[src/rtl/rvfi_chk_pkg.sv]
// rtl/rvfi_chk_pkg.sv - shared types, constants and helpers for the RVFI retirement checkers
package rvfi_chk_pkg;

    typedef enum logic [1:0] {
        IDLE,
        TRACK,
        ERR
    } state_t;

    typedef enum logic [2:0] {
        E_NONE    = 3'd0,
        E_ORDER   = 3'd1,
        E_CHAIN   = 3'd2,
        E_ILLEGAL = 3'd3,
        E_ALIGN   = 3'd4,
        E_TARGET  = 3'd5
    } err_code_t;

    localparam logic [6:0] OP_BRANCH = 7'b1100011;

    function automatic logic [31:0] b_imm(input logic [31:0] insn);
        return {{19{insn[31]}}, insn[31], insn[7], insn[30:25], insn[11:8], 1'b0};
    endfunction

endpackage

[src/rtl/branch_eval.sv]
// rtl/branch_eval.sv - combinational B-type condition evaluation
module branch_eval (
    input  logic [31:0] rs1,
    input  logic [31:0] rs2,
    input  logic [2:0]  funct3,
    output logic        taken,
    output logic        illegal
);

    always_comb begin
        taken   = 1'b0;
        illegal = 1'b0;
        case (funct3)
            3'b000:  taken = (rs1 == rs2);
            3'b001:  taken = (rs1 != rs2);
            3'b100:  taken = ($signed(rs1) < $signed(rs2));
            3'b101:  taken = ($signed(rs1) >= $signed(rs2));
            3'b110:  taken = (rs1 < rs2);
            3'b111:  taken = (rs1 >= rs2);
            default: illegal = 1'b1;
        endcase
    end

endmodule

[src/rtl/rvfi_branch_monitor.sv]
// rtl/rvfi_branch_monitor.sv - RVFI retirement checker: branch outcomes, PC chain, order monotonicity
module rvfi_branch_monitor
    import rvfi_chk_pkg::*;
#(
    parameter int          CNT_W    = 16,
    parameter logic [31:0] RESET_PC = 32'h0
) (
    input  logic             clk,
    input  logic             i_rst,
    input  logic             rvfi_valid,
    input  logic [63:0]      rvfi_order,
    input  logic [31:0]      rvfi_insn,
    input  logic             rvfi_trap,
    input  logic [31:0]      rvfi_rs1_rdata,
    input  logic [31:0]      rvfi_rs2_rdata,
    input  logic [31:0]      rvfi_pc_rdata,
    input  logic [31:0]      rvfi_pc_wdata,
    output logic             o_err,
    output logic [2:0]       o_err_code,
    output logic [63:0]      o_err_order,
    output logic [CNT_W-1:0] o_br_cnt,
    output logic [CNT_W-1:0] o_taken_cnt,
    output logic             o_busy
);

    state_t      state, state_d;
    err_code_t   code_d, err_code_q;
    logic [31:0] exp_pc;
    logic [63:0] exp_ord;
    logic        skip_ord;

    logic        taken, illegal;
    logic        is_branch, br_chk, tracking;
    logic        ord_bad, chain_bad, ill_bad, align_bad, tgt_bad;
    logic [31:0] target, fall, next_pc;
    logic        unused_insn_bits;

    assign unused_insn_bits = ^rvfi_insn[24:15];

    branch_eval u_branch_eval (
        .rs1     (rvfi_rs1_rdata),
        .rs2     (rvfi_rs2_rdata),
        .funct3  (rvfi_insn[14:12]),
        .taken   (taken),
        .illegal (illegal)
    );

    assign is_branch = (rvfi_insn[6:0] == OP_BRANCH);
    assign br_chk    = is_branch && !rvfi_trap;
    assign tracking  = (state == TRACK);
    assign target    = rvfi_pc_rdata + b_imm(rvfi_insn);
    assign fall      = rvfi_pc_rdata + 32'd4;
    assign next_pc   = taken ? target : fall;

    // Chain and order are only meaningful once a reference PC is held.
    assign ord_bad   = tracking && !skip_ord && (rvfi_order != exp_ord);
    assign chain_bad = tracking && (rvfi_pc_rdata != exp_pc);
    assign ill_bad   = br_chk && illegal;
    assign align_bad = br_chk && taken && (target[1:0] != 2'b00);
    assign tgt_bad   = br_chk && !illegal && (rvfi_pc_wdata != next_pc);

    always_comb begin
        code_d = E_NONE;
        if (ord_bad)        code_d = E_ORDER;
        else if (chain_bad) code_d = E_CHAIN;
        else if (ill_bad)   code_d = E_ILLEGAL;
        else if (align_bad) code_d = E_ALIGN;
        else if (tgt_bad)   code_d = E_TARGET;
    end

    always_comb begin
        state_d = state;
        case (state)
            IDLE, TRACK: begin
                if (rvfi_valid) begin
                    if (code_d != E_NONE) state_d = ERR;
                    else if (rvfi_trap)   state_d = IDLE;
                    else                  state_d = TRACK;
                end
            end
            default: state_d = ERR;
        endcase
    end

    always_ff @(posedge clk) begin
        if (i_rst) state <= TRACK;
        else       state <= state_d;
    end

    always_ff @(posedge clk) begin
        if (i_rst) begin
            exp_pc      <= RESET_PC;
            exp_ord     <= 64'd0;
            skip_ord    <= 1'b1;
            o_err       <= 1'b0;
            err_code_q  <= E_NONE;
            o_err_order <= 64'd0;
            o_br_cnt    <= '0;
            o_taken_cnt <= '0;
            o_busy      <= 1'b0;
        end else begin
            o_busy <= (state_d == TRACK);
            if (rvfi_valid && state != ERR) begin
                if (code_d != E_NONE) begin
                    o_err       <= 1'b1;
                    err_code_q  <= code_d;
                    o_err_order <= rvfi_order;
                end else begin
                    exp_pc   <= rvfi_pc_wdata;
                    exp_ord  <= rvfi_order + 64'd1;
                    skip_ord <= 1'b0;
                    // Both counters saturate at the same value, so taken never exceeds total.
                    if (br_chk && !illegal) begin
                        if (o_br_cnt != {CNT_W{1'b1}})
                            o_br_cnt <= o_br_cnt + CNT_W'(1);
                        if (taken && o_taken_cnt != {CNT_W{1'b1}})
                            o_taken_cnt <= o_taken_cnt + CNT_W'(1);
                    end
                end
            end
        end
    end

    assign o_err_code = err_code_q;

endmodule

[config.mk]
export PLATFORM = sky130hd
export DESIGN_NAME = rvfi_branch_monitor
export DESIGN_NICKNAME = d
export VERILOG_FILES = /design/src/rtl/rvfi_chk_pkg.sv /design/src/rtl/branch_eval.sv /design/src/rtl/rvfi_branch_monitor.sv
export SDC_FILE = /design/constraint.sdc
export NUM_CORES = 1
export LEC_CHECK = 0
export CAP_MARGIN = 20
export CELL_PAD_IN_SITES_DETAIL_PLACEMENT = 1
export CELL_PAD_IN_SITES_GLOBAL_PLACEMENT = 1
export CORE_UTILIZATION = 35
export DETAILED_ROUTE_END_ITERATION = 8
export GPL_TIMING_DRIVEN = 0
export PLACE_DENSITY_LB_ADDON = 0.1
export SETUP_SLACK_MARGIN = 0.05
export SYNTH_ARGS = -nofsm -noshare
export SYNTH_HDL_FRONTEND = slang
export SYNTH_HIERARCHICAL = 1
export SYNTH_SLANG_ARGS = --single-unit
[constraint.sdc]
create_clock -name clk -period 5.84 [get_ports clk]
set_clock_uncertainty 0.15 [all_clocks]
set_input_delay 1.168 -clock clk [delete_from_list [all_inputs] [get_ports clk]]
set_output_delay 1.168 -clock clk [all_outputs]
set_load 0.005 [all_outputs]
==> results of run 1 <==
## per-layer routing
layer | vias up | wire [um] | GRT usage [%]
met5 | - | 0 | 0
met4 | 0 | 1700 | 8.75
met3 | 95 | 4270 | 4.19
met2 | 582 | 34400 | 48.9
met1 | 9248 | 33700 | 41.5
li1 | 8398 | - | -
## metrics by stage
| step | instances | hold WS, ns | total power, uW | utilization, % | cell area (sq um) |
|---|---|---|---|---|---|
| 3_3_place_gp | 2901 | 0.292 | 2940 | 44.5 | 19800 |
| 4_1_cts | 2981 | 0.318 | 4380 | 49.6 | 22100 |
| 5_1_grt | 3009 | 0.342 | 4680 | 52.3 | 23300 |
| 6_report | 3009 | 0.326 | 4490 | 52.3 | 23300 |
| 3_5_place_dp | 2902 | 0.306 | 2980 | 44.5 | 19800 |
| 2_1_floorplan | 2001 | 0.285 | 2350 | - | 16000 |
## area by class of cell
| cell class | count | area (sq um) | share of cell area [%] |
|---|---|---|---|
| multi-input cells | 1570 | 12500 | 53.7 |
| well taps | 592 | 741 | 3.17 |
| inverters | 68 | 263 | 1.13 |
| clock inverters | 8 | 120 | 0.514 |
| flip-flops and latches | 200 | 4000 | 17.1 |
| plain buffers | 159 | 1170 | 5.00 |
| repair buffers | 390 | 4030 | 17.2 |
| clock buffers | 22 | 484 | 2.07 |
## tightest hold or removal path: stages (launching register included)
cell and delay (ns):
dfxtp_1 0.33, o31ai_2 0.05, a21oi_1 0.05
## where the power goes
part	total, uW	internal, uW	switching, uW
registers	1550	1470	81.9
clock network	1280	714	567
logic	1660	681	983
total	4490	2860	1630
## layout by cell type (no fill, tap or decap), drive strengths merged, types with 19 or more instances in the layout
master | synthesis | routed
o21a | 19 | 19
xnor2 | 89 | 89
a211oi | 19 | 19
o21ai | 40 | 40
nor3 | 47 | 47
buf | 38 | 135
nand3 | 110 | 110
a21oi | 179 | 179
dfxtp | 200 | 200
o211a | 61 | 61
xor2 | 120 | 120
ha | 66 | 66
nand4 | 132 | 132
and3 | 35 | 35
o211ai | 106 | 106
nor4 | 35 | 35
inv | 68 | 68
or3 | 20 | 21
o31ai | 74 | 74
clkbuf | 124 | 178
nand2 | 108 | 108
nor2 | 83 | 83
clkdlybuf4s50 | 0 | 243
## flip-flops by register name, summed over array words and instances, names as in the netlist
signal / count
exp_ord: 64
o_err_order: 64
exp_pc: 32
o_br_cnt: 16
o_taken_cnt: 16
o_err_code: 3
state: 2
o_busy: 1
o_err: 1
skip_ord: 1
## worst max path at each step
stage | from | slack, ns | endpoint
6_report | rvfi_rs2_rdata[10] | -0.19 | exp_ord[46]$_SDFFE_PP0P_
5_1_grt | rvfi_rs2_rdata[10] | -0.32 | exp_ord[46]$_SDFFE_PP0P_
4_1_cts | rvfi_rs2_rdata[1] | -0.07 | o_br_cnt[3]$_SDFFE_PP0P_
3_5_place_dp | rvfi_rs2_rdata[26] | -2.11 | exp_pc[27]$_SDFFE_PP0P_
3_3_place_gp | rvfi_rs2_rdata[31] | -1.98 | exp_pc[27]$_SDFFE_PP0P_
2_1_floorplan | rvfi_rs2_rdata[1] | 0.05 | o_br_cnt[10]$_SDFFE_PP0P_
## logic make-up after synthesis
logic type / after synthesis / share of synthesized area [%]
and+or+nand+nor: 668 / 23.3
AOI/OAI and AO/OA: 601 / 26.8
buffers and inverters: 232 / 6.38
xor gates and xnor gates: 209 / 11.5
DFF: 200 / 25.1
adders and majority gates: 67 / 5.30
muxes: 24 / 1.66
## repair_timing
item	in CTS	in global routing
gates resized for setup	358	313
setup buffers	39	22
cloned	11	15
pin swaps	129	112
endpoints found under the setup margin	200	200
==> out/metrics.yaml, run 1 <==
run_status:
  status: "finished, violations left"
  violations: "setup timing"
drt:
  vias: 18300
  drc: 0
  drt_iter0_drc: 1342
  drtAntennaViolNets: 0
  drt_wl_total_mm: 74.1
  first_pass_iters: 5
  routedWlPerCell_um: 24.6
  routed_via_density: 6.09
synthesis:
  yosysSeqAreaShare_pct: 25.1
  syn_avg_cell_area_sq_um: 7.97
  synthFlopType: "dfxtp_1"
  synth-edff-count: 0
  synth_warnings: 6
  async_flop_share_pct: 0
  syn_inst: 2001
  synth_common_cells: "200 x dfxtp_1, 178 x a21oi_1, 129 x nand4_1"
  yosysMostFrequentCell: "dfxtp_1"
  synth_top_cell_by_area: "dfxtp_1"
  synth_area_leaders: "dfxtp_1 25%, xor2_1 6.6%, a21oi_1 5.6%, ha_1 5.2%, nand4_1 5.1%"
  syn-num-nets: 2296
  ys_ff_latch: 200
  synth_area_sq_mm: 0.0159
  synthDominantCellAreaShare_pct: 25.1
  synth_cell_types: 104
sta:
  fin_crit_sh_pct: 103
  setup_violations: 138
  slew_headroom_pct: 11.9
  tns_ns: -7.50
  rsz0062_at_grt: "true"
  hold_violations: 0
  fmax_ghz: 0.166
  worst_pin_slew_ns: 1.31
  layout_min_cycle_time_ns: 6.03
  fin_ws_ns: -0.189
  drv_slew: 0
floorplanning:
  core_area_sq_mm: 0.0446
  initial_core_util_pct: 35.7
  die_w_um: 215
  die-area_sq_mm: 0.0464
  io_pins: 329
  die_h_um: 215
  rows: 77
cts:
  cts_buffers: 17
  numClockSinks: 200
  cts_tree: "built"
  hold_buffers: 0
  clk_latency_ns: 0.47
  clock_path_buffers: 2
  clk_pin_slew_ns: 0.08
  root_buffer: "clkbuf_16"
  htreeDepth: 4
cells_and_area:
  n_antenna_cell: 0
  fillCellCount: 5130
  drive_gt1_share_pct: 20.6
  final_nets: 2701
  area_growth_syn_to_layout_pct: 46.4
power_and_ir_drop:
  irDropWorstVdd_mv: 0.184
  powerDensity_mw_per_mm2: 192
  p_leak_uw: 0.00863
global_route:
  grt_max_degree: 21
  grtUsageTotal_pct: 30.2
  grt_pass1_wl_mm: 110
  overflow: 0
  grt_pass1_vias: 18500
  antenna_found_initial: 0
setup_path:
  rr_worst_depth: 12
  startpoint_type: "input pin"
  criticalPathCategory: "input pin to flip-flop"
  critPathCaptureType: "flip-flop"
  r2r_start: "exp_ord[36]$_SDFFE_PP0P_"
  cp_cell_sequence: "clkdlybuf4s15_1, inv_2, ha_4, nand4_1, nor4_4, a311oi_2, a211o_2, nor3_4, buf_6, buf_8, mux2i_1, xor2_1, nand3_1, a311oi_2, nand4bb_1, a2111oi_4, and4b_2, nand3_2, or4b_4, nand2_4, buf_12, buf_12, buf_8, o211a_1"
  r2r_end: "o_err_order[16]$_SDFFE_PP0P_"
  required_ns: 6.09
  critPathMaxStageDelay_ns: 0.63
  cp.arrival_ns: 6.28
  crit_cells: 24
  crit_buf_inv: 7
  crit_family: "simple AND/OR/NAND/NOR gates"
  reg2reg_slack_ns: 0.90
  crit_fanout: 8
  slowest_stage: "or4b_4"
hold_path:
  hold-path-cell-count: 2
  hp-start: "o_err_order[54]$_SDFFE_PP0P_"
  holdCritPathClass: "flip-flop to flip-flop"
  hold_path_end: "o_err_order[54]$_SDFFE_PP0P_"
run:
  cap_violations: 0
placement:
  hpwlAfterDp_mm: 54.1
  place_congestion: 0.908
  place_ws_ns: -2.11
  port_buffers: 308
No activity file was read; power rests on OpenSTA's default activity.
==> run 2, diff against run 1 <==
- CORE_UTILIZATION: 35 -> 39
- CTS_BUF_LIST: not set -> sky130_fd_sc_hd__clkbuf_4
- clock period: 5.84 -> 6.65 ns (I/O delays scaled with it)
==> run 2 against run 1 <==
Effect of this change: the flow now finishes without violations; sequential share of layout area grew 2.4 points; core utilization decreased by 1.3 points; final area fell by 12%; critical path type unchanged.
==> out/metrics.yaml, run 2 (synthesized netlist as in run 1, its figures left out) <==
run_status:
  status: "complete, no violations"
placement:
  port_buffers: 308
  place_congestion: 0.963
  hpwlAfterDp_mm: 52.2
  place_ws_ns: -1.61
  dp_cells: 2834
setup_path:
  critPathMaxStageDelay_ns: 0.52
  cp_cell_sequence: "clkdlybuf4s50_1, inv_1, ha_1, nand4_1, nor3_2, a22oi_2, and3_1, a211o_2, nor3_4, buf_6, buf_4, o21ai_1, o41a_1, a211o_1, or4b_1, nand4bb_4, nor4_4, and4_1, buf_6, buf_12, buf_4, o31ai_1, a21oi_1"
  required_ns: 7.07
  criticalPathCategory: "input pin to flip-flop"
  r2r_start: "exp_ord[19]$_SDFFE_PP0P_"
  rr_worst_depth: 12
  startpoint_type: "input pin"
  crit_buf_inv: 7
  crit_family: "simple AND/OR/NAND/NOR gates"
  r2r_end: "o_err_code[0]$_SDFFE_PP0P_"
  cp.arrival_ns: 6.80
  critPathCaptureType: "flip-flop"
  crit_fanout: 10
  slowest_stage: "or4b_1"
  reg2reg_slack_ns: 1.18
cells_and_area:
  final_common_cell: "clkdlybuf4s50_1"
  layoutNonFillerInstCount: 2876
  area_growth_syn_to_layout_pct: 28.1
  utilization_pct: 51.1
  final_nets: 2631
  top_regs: "exp_ord: 64 flops, o_err_order: 64 flops, exp_pc: 32 flops"
  drive_gt1_share_pct: 7.75
  layout_common_cells: "308 x clkdlybuf4s50_1, 200 x dfxtp_1, 175 x a21oi_1, 129 x nand4_1, 120 x xor2_1"
sta:
  fin_crit_sh_pct: 95.9
  worst_pin_slew_ns: 1.18
  setup_violations: 0
  drv_slew: 0
  fin_ws_ns: 0.273
  hold_violations: 0
  layout_min_cycle_time_ns: 6.38
  tns_ns: 0
  slew_headroom_pct: 20.9
  whs_ns: 0.324
  fmax_ghz: 0.157
  rsz0062_at_grt: "true"
drt:
  vias: 17700
  drt_iter0_drc: 1231
  drt_wl_total_mm: 66.2
  routedWlPerCell_um: 23.0
  drtAntennaViolNets: 0
  first_pass_iters: 5
  routed_via_density: 6.14
  drc: 0
run:
  cap_violations: 0
global_route:
  grt_pass1_wl_mm: 102
  overflow: 0
  grtUsageTotal_pct: 31.1
  antenna_found_initial: 2
  grt_max_degree: 21
  grt_pass1_vias: 17800
hold_path:
  holdCritPathClass: "flip-flop to flip-flop"
  hp-start: "skip_ord$_SDFFE_PP1P_"
  hold_path_end: "skip_ord$_SDFFE_PP1P_"
  hold-path-cell-count: 2
floorplanning:
  initial_core_util_pct: 39.9
  rows: 73
  core_area_sq_mm: 0.0400
  die_h_um: 204
  die-area_sq_mm: 0.0417
  io_pins: 329
  die_w_um: 204
cts:
  clk_pin_slew_ns: 0.18
  numClockSinks: 200
  cts_tree: "built"
  cts_buffers: 17
  hold_buffers: 0
  root_buffer: "clkbuf_4"
  clk_latency_ns: 0.66
  htreeDepth: 4
  clock_path_buffers: 2
power_and_ir_drop:
  powerDensity_mw_per_mm2: 164
  irDropWorstVdd_mv: 0.104
  p_leak_uw: 0.00776
## run 2: worst max-delay path by stage
stage,start,end,slack [ns],cells after the start
after detailed placement,rvfi_rs2_rdata[14],exp_ord[45]$_SDFFE_PP0P_,-1.61,22
after global placement,rvfi_rs2_rdata[14],exp_pc[28]$_SDFFE_PP0P_,-1.47,22
after global routing,rvfi_rs2_rdata[25],o_err_order[28]$_SDFFE_PP0P_,-0.008,24
after floorplan,rvfi_rs2_rdata[1],o_br_cnt[5]$_SDFFE_PP0P_,0.54,21
after CTS,rvfi_rs2_rdata[19],exp_ord[43]$_SDFFE_PP0P_,0.05,24
final,rvfi_rs2_rdata[25],o_err_order[28]$_SDFFE_PP0P_,0.27,23
## run 2: through the flow
step	total power [uW]	area, sq um
6_report	3350	20400
3_5_place_dp	2600	19700
2_1_floorplan	2060	15900
3_3_place_gp	2570	19700
4_1_cts	3310	20100
5_1_grt	3500	20400
## run 2: timing repair
action | 4_1_cts | 5_1_grt
gates resized for setup | 31 | 79
endpoints found under the setup margin | 200 | 194
buffers inserted | 2 | 7
pin swaps | 4 | 18
## run 2: cell type report
class | count | area [sq um]
fillers | 4951 | 19600
multi-input cells | 1569 | 11200
flip-flops and latches | 200 | 4000
repair buffers | 318 | 3160
plain buffers | 162 | 886
well taps | 525 | 657
inverters | 68 | 255
clock inverters | 15 | 154
clock buffers | 17 | 128
diodes | 2 | 5.00
## run 2: worst register-to-register path, cell delays in order (launching register included)
cell and delay [ns]:
dfxtp_1 0.36, xor2_1 0.19, nor4_1 0.57, nand4_1 0.18, nor4_1 0.61, nor3_1 0.20
or2_1 0.27, clkbuf_1 0.20, nor2_1 0.94, clkbuf_1 0.79, clkbuf_1 0.55, o31ai_1 0.19
a21oi_1 0.19
## run 2: per-layer routing
metal  global-route usage (%)  vias to the layer above  wire length, um
met5                        0                        -                0
met4                     8.74                        0             1630
met3                     5.05                       82             4560
met2                     49.4                      586            29700
met1                     43.1                     8745            30300
li1                         -                     8252                -
## run 2: power breakdown
| group | switching (uW) | total (uW) | internal (uW) | leakage, uW |
|---|---|---|---|---|
| Clock | 477 | 701 | 224 | 0.000146 |
| Sequential | 59.5 | 1350 | 1290 | 0.00163 |
| Combinational | 768 | 1300 | 530 | 0.00598 |
| Total | 1300 | 3350 | 2040 | 0.00776 |
==> run 3, diff against run 2 <==
- ABC_AREA: not set -> 1
- CORE_UTILIZATION: 39 -> 37
- REMOVE_ABC_BUFFERS: not set -> 1
- SYNTH_HIERARCHICAL: 1 -> not set
==> run 3 against run 2 <==
Effect of this change: final area shrank 7.4%; global-route usage shrank 3.0 points; synthesized cell count is 17% higher; register-to-register slack gained 1.6 ns; first-iteration DRC count down 42%; synthesized area is 6.3% lower; non-clock buffer count down 153; fmax rose by 4.0%; wire length is 12% lower.
==> out/metrics.yaml, run 3 <==
setup_path:
  crit_end: "exp_ord[27]$_SDFFE_PP0P_"
  r2r_start: "exp_ord[55]$_SDFFE_PP0P_"
  criticalPathCategory: "input pin to flip-flop"
  required_ns: 7.10
  startpoint_type: "input pin"
  slowest_stage: "nor2_2"
  path_common_cell: "nand2_1"
  r2r_end: "exp_ord[27]$_SDFFE_PP0P_"
  reg2reg_slack_ns: 2.81
  critPathCaptureType: "flip-flop"
  rr_worst_depth: 12
  cp.arrival_ns: 6.58
  crit_path_start: "rvfi_rs2_rdata[15]"
  crit_fanout: 97
  critPathMaxStageDelay_ns: 0.77
global_route:
  overflow: 0
  grt_pass1_wl_mm: 91.3
  grt_pass1_vias: 17200
  grtUsageTotal_pct: 28.1
  grt_max_degree: 102
  antenna_found_initial: 5
power_and_ir_drop:
  internal-power_uw: 2030
  p_seq_share_pct: 42.3
  p_leak_uw: 0.00797
  p_sw_uw: 1260
  irDropWorstVdd_mv: 0.135
  switching_share_pct: 38.3
  powerDensity_mw_per_mm2: 174
  power.total_uw: 3280
  clkPwrFrac_pct: 21.6
  pwr-share-comb_pct: 36.1
run:
  cap_violations: 0
placement:
  hpwlAfterDp_mm: 44.3
  port_buffers: 318
  place_congestion: 0.888
  dp_cells: 3110
sta:
  tns_ns: 0
  hold_violations: 0
  fmax_ghz: 0.163
  layout_min_cycle_time_ns: 6.13
  whs_ns: 0.330
  rsz0062_at_grt: "false"
  worst_pin_slew_ns: 1.11
  slew_headroom_pct: 25.2
  drv_slew: 0
  fin_crit_sh_pct: 92.2
  setup_violations: 0
cts:
  htreeDepth: 4
  cts_tree: "built"
  clk_pin_slew_ns: 0.17
  cts_buffers: 17
  numClockSinks: 200
  clk_latency_ns: 0.71
  hold_buffers: 0
  root_buffer: "clkbuf_4"
  clock_path_buffers: 2
cells_and_area:
  top_regs: "exp_ord: 64 flops, o_err_order: 64 flops, exp_pc: 32 flops"
  multiInputGateArea_sq_mm: 0.00971
  regArea_sq_mm: 0.00400
  layoutNonFillerInstCount: 3156
  fillCellCount: 5291
  final_common_cell: "nor2_1"
  layout_common_cells: "476 x nor2_1, 442 x nand2_1, 317 x clkdlybuf4s50_1, 231 x inv_1, 200 x dfxtp_1"
  area_growth_syn_to_layout_pct: 26.7
  drive_gt1_share_pct: 3.65
  utilization_pct: 47.6
  final_nets: 2909
synthesis:
  synthFlopType: "dfxtp_1"
  synth_common_cells: "477 x nor2_1, 443 x nand2_1, 232 x inv_1"
  syn_inst: 2342
  async_flop_share_pct: 0
  yosysMostFrequentCell: "nor2_1"
  synth_area_sq_mm: 0.0149
  yosysSeqAreaShare_pct: 26.8
  synth_top_cell_by_area: "dfxtp_1"
  synth_area_leaders: "dfxtp_1 27%, nor2_1 12%, nand2_1 11%, xnor2_1 6.0%, inv_1 5.8%"
  ys_ff_latch: 200
  syn_avg_cell_area_sq_um: 6.38
  synthDominantCellAreaShare_pct: 26.8
  synth_warnings: 0
  synth_cell_types: 51
  synth-edff-count: 0
drt:
  top_layer_used: "met5"
  drc: 0
  routed_via_density: 5.24
  wl_met3_mm: 2.11
  vias: 16500
  routedWlPerCell_um: 18.4
  first_pass_iters: 5
  drt_iter0_drc: 718
  drtAntennaViolNets: 0
  m1WireLength_mm: 24.8
  wl_met2_mm: 29.4
  drt_wl_total_mm: 58.0
floorplanning:
  die_h_um: 203
  die-area_sq_mm: 0.0412
  initial_core_util_pct: 37.6
  rows: 73
  io_pins: 329
  die_w_um: 203
  core_area_sq_mm: 0.0397
run_status:
  status: "complete, no violations"
hold_path:
  hp-start: "o_err_code[2]$_SDFFE_PP0P_"
  holdCritPathClass: "flip-flop to flip-flop"
-- run 3: cell count changes after synthesis, sizes merged, moves of 19 or more --
cell,change
nor2,+399
or2,+20
nand2,+337
o21ai,+156
a21oi,-99
or3,-19
o211a,-61
o31ai,-74
xor2,-35
nand4,-60
o211ai,-103
inv,+170
clkbuf,-82
and3,-34
-- run 3: cells by family after synthesis --
family | Yosys count | share of synthesized area (%)
AND/OR/NAND/NOR | 1256 | 36.5
buffers and inverters | 319 | 8.80
AO/OA/AOI/OAI | 313 | 11.3
flip-flops | 200 | 26.8
XOR/XNOR | 187 | 11.0
adder cells (fa/ha/maj) | 67 | 5.66
-- run 3: layout make-up --
class                           instances  area share, %
Antenna cell                            4         0.0529
Clock buffer                           20          0.794
Clock inverter                         12          0.728
Inverter                              240           4.93
Multi-Input combinational cell       1828           51.3
Sequential cell                       200           21.2
Tap cell                              525           3.47
Timing Repair Buffer                  327           17.5
-- run 3: worst min path at each step --
stage / endpoint / slack, ns / depth (start not counted)
2_1_floorplan: skip_ord$_SDFFE_PP1P_ / 0.30 / 2
3_3_place_gp: o_err_code[0]$_SDFFE_PP0P_ / 0.30 / 2
3_5_place_dp: o_err_code[2]$_SDFFE_PP0P_ / 0.31 / 2
4_1_cts: o_err_code[2]$_SDFFE_PP0P_ / 0.33 / 2
5_1_grt: o_err_code[2]$_SDFFE_PP0P_ / 0.35 / 2
6_report: o_err_code[2]$_SDFFE_PP0P_ / 0.33 / 2
-- run 3: what timing repair did --
action	in CTS	in global routing
pin swaps	3	3
gates resized for setup	6	5
endpoints found under the setup margin	200	148
cloned	4	1
buffers inserted	0	5
-- run 3: stage by stage --
stage / worst slack [ns] / area, sq um
after CTS: 0.104 / 18900
final: 0.520 / 18900
after detailed placement: -2.68 / 18500
after global placement: -3.85 / 18400
after global routing: 0.115 / 18900
after floorplan: 0.132 / 14500
-- run 3: power by group through the flow --
stage                     combinational [uW]  sequential [uW]  clock, uW
after global routing                    1310             1400        771
after global placement                  1120             1410          0
after CTS                               1180             1390        735
final                                   1180             1390        710
after floorplan                          627             1400          0
after detailed placement                1150             1410          0
-- run 3: layer usage --
| layer | vias to the layer above | global-route usage, % |
|---|---|---|
| met5 | - | 0 |
| met4 | 2 | 10.8 |
| met3 | 94 | 4.64 |
| met2 | 308 | 51.4 |
| met1 | 7954 | 32.4 |
| li1 | 8166 | - |
-- run 3: worst max-delay path: cells and delay by family --
| family | cells | cell delay (ns) |
|---|---|---|
| and+or+nand+nor | 22 | 3.48 |
| buffers and inverters | 6 | 0.98 |
| AOI/OAI and AO/OA | 1 | 0.40 |
| adders and majority gates | 1 | 0.29 |
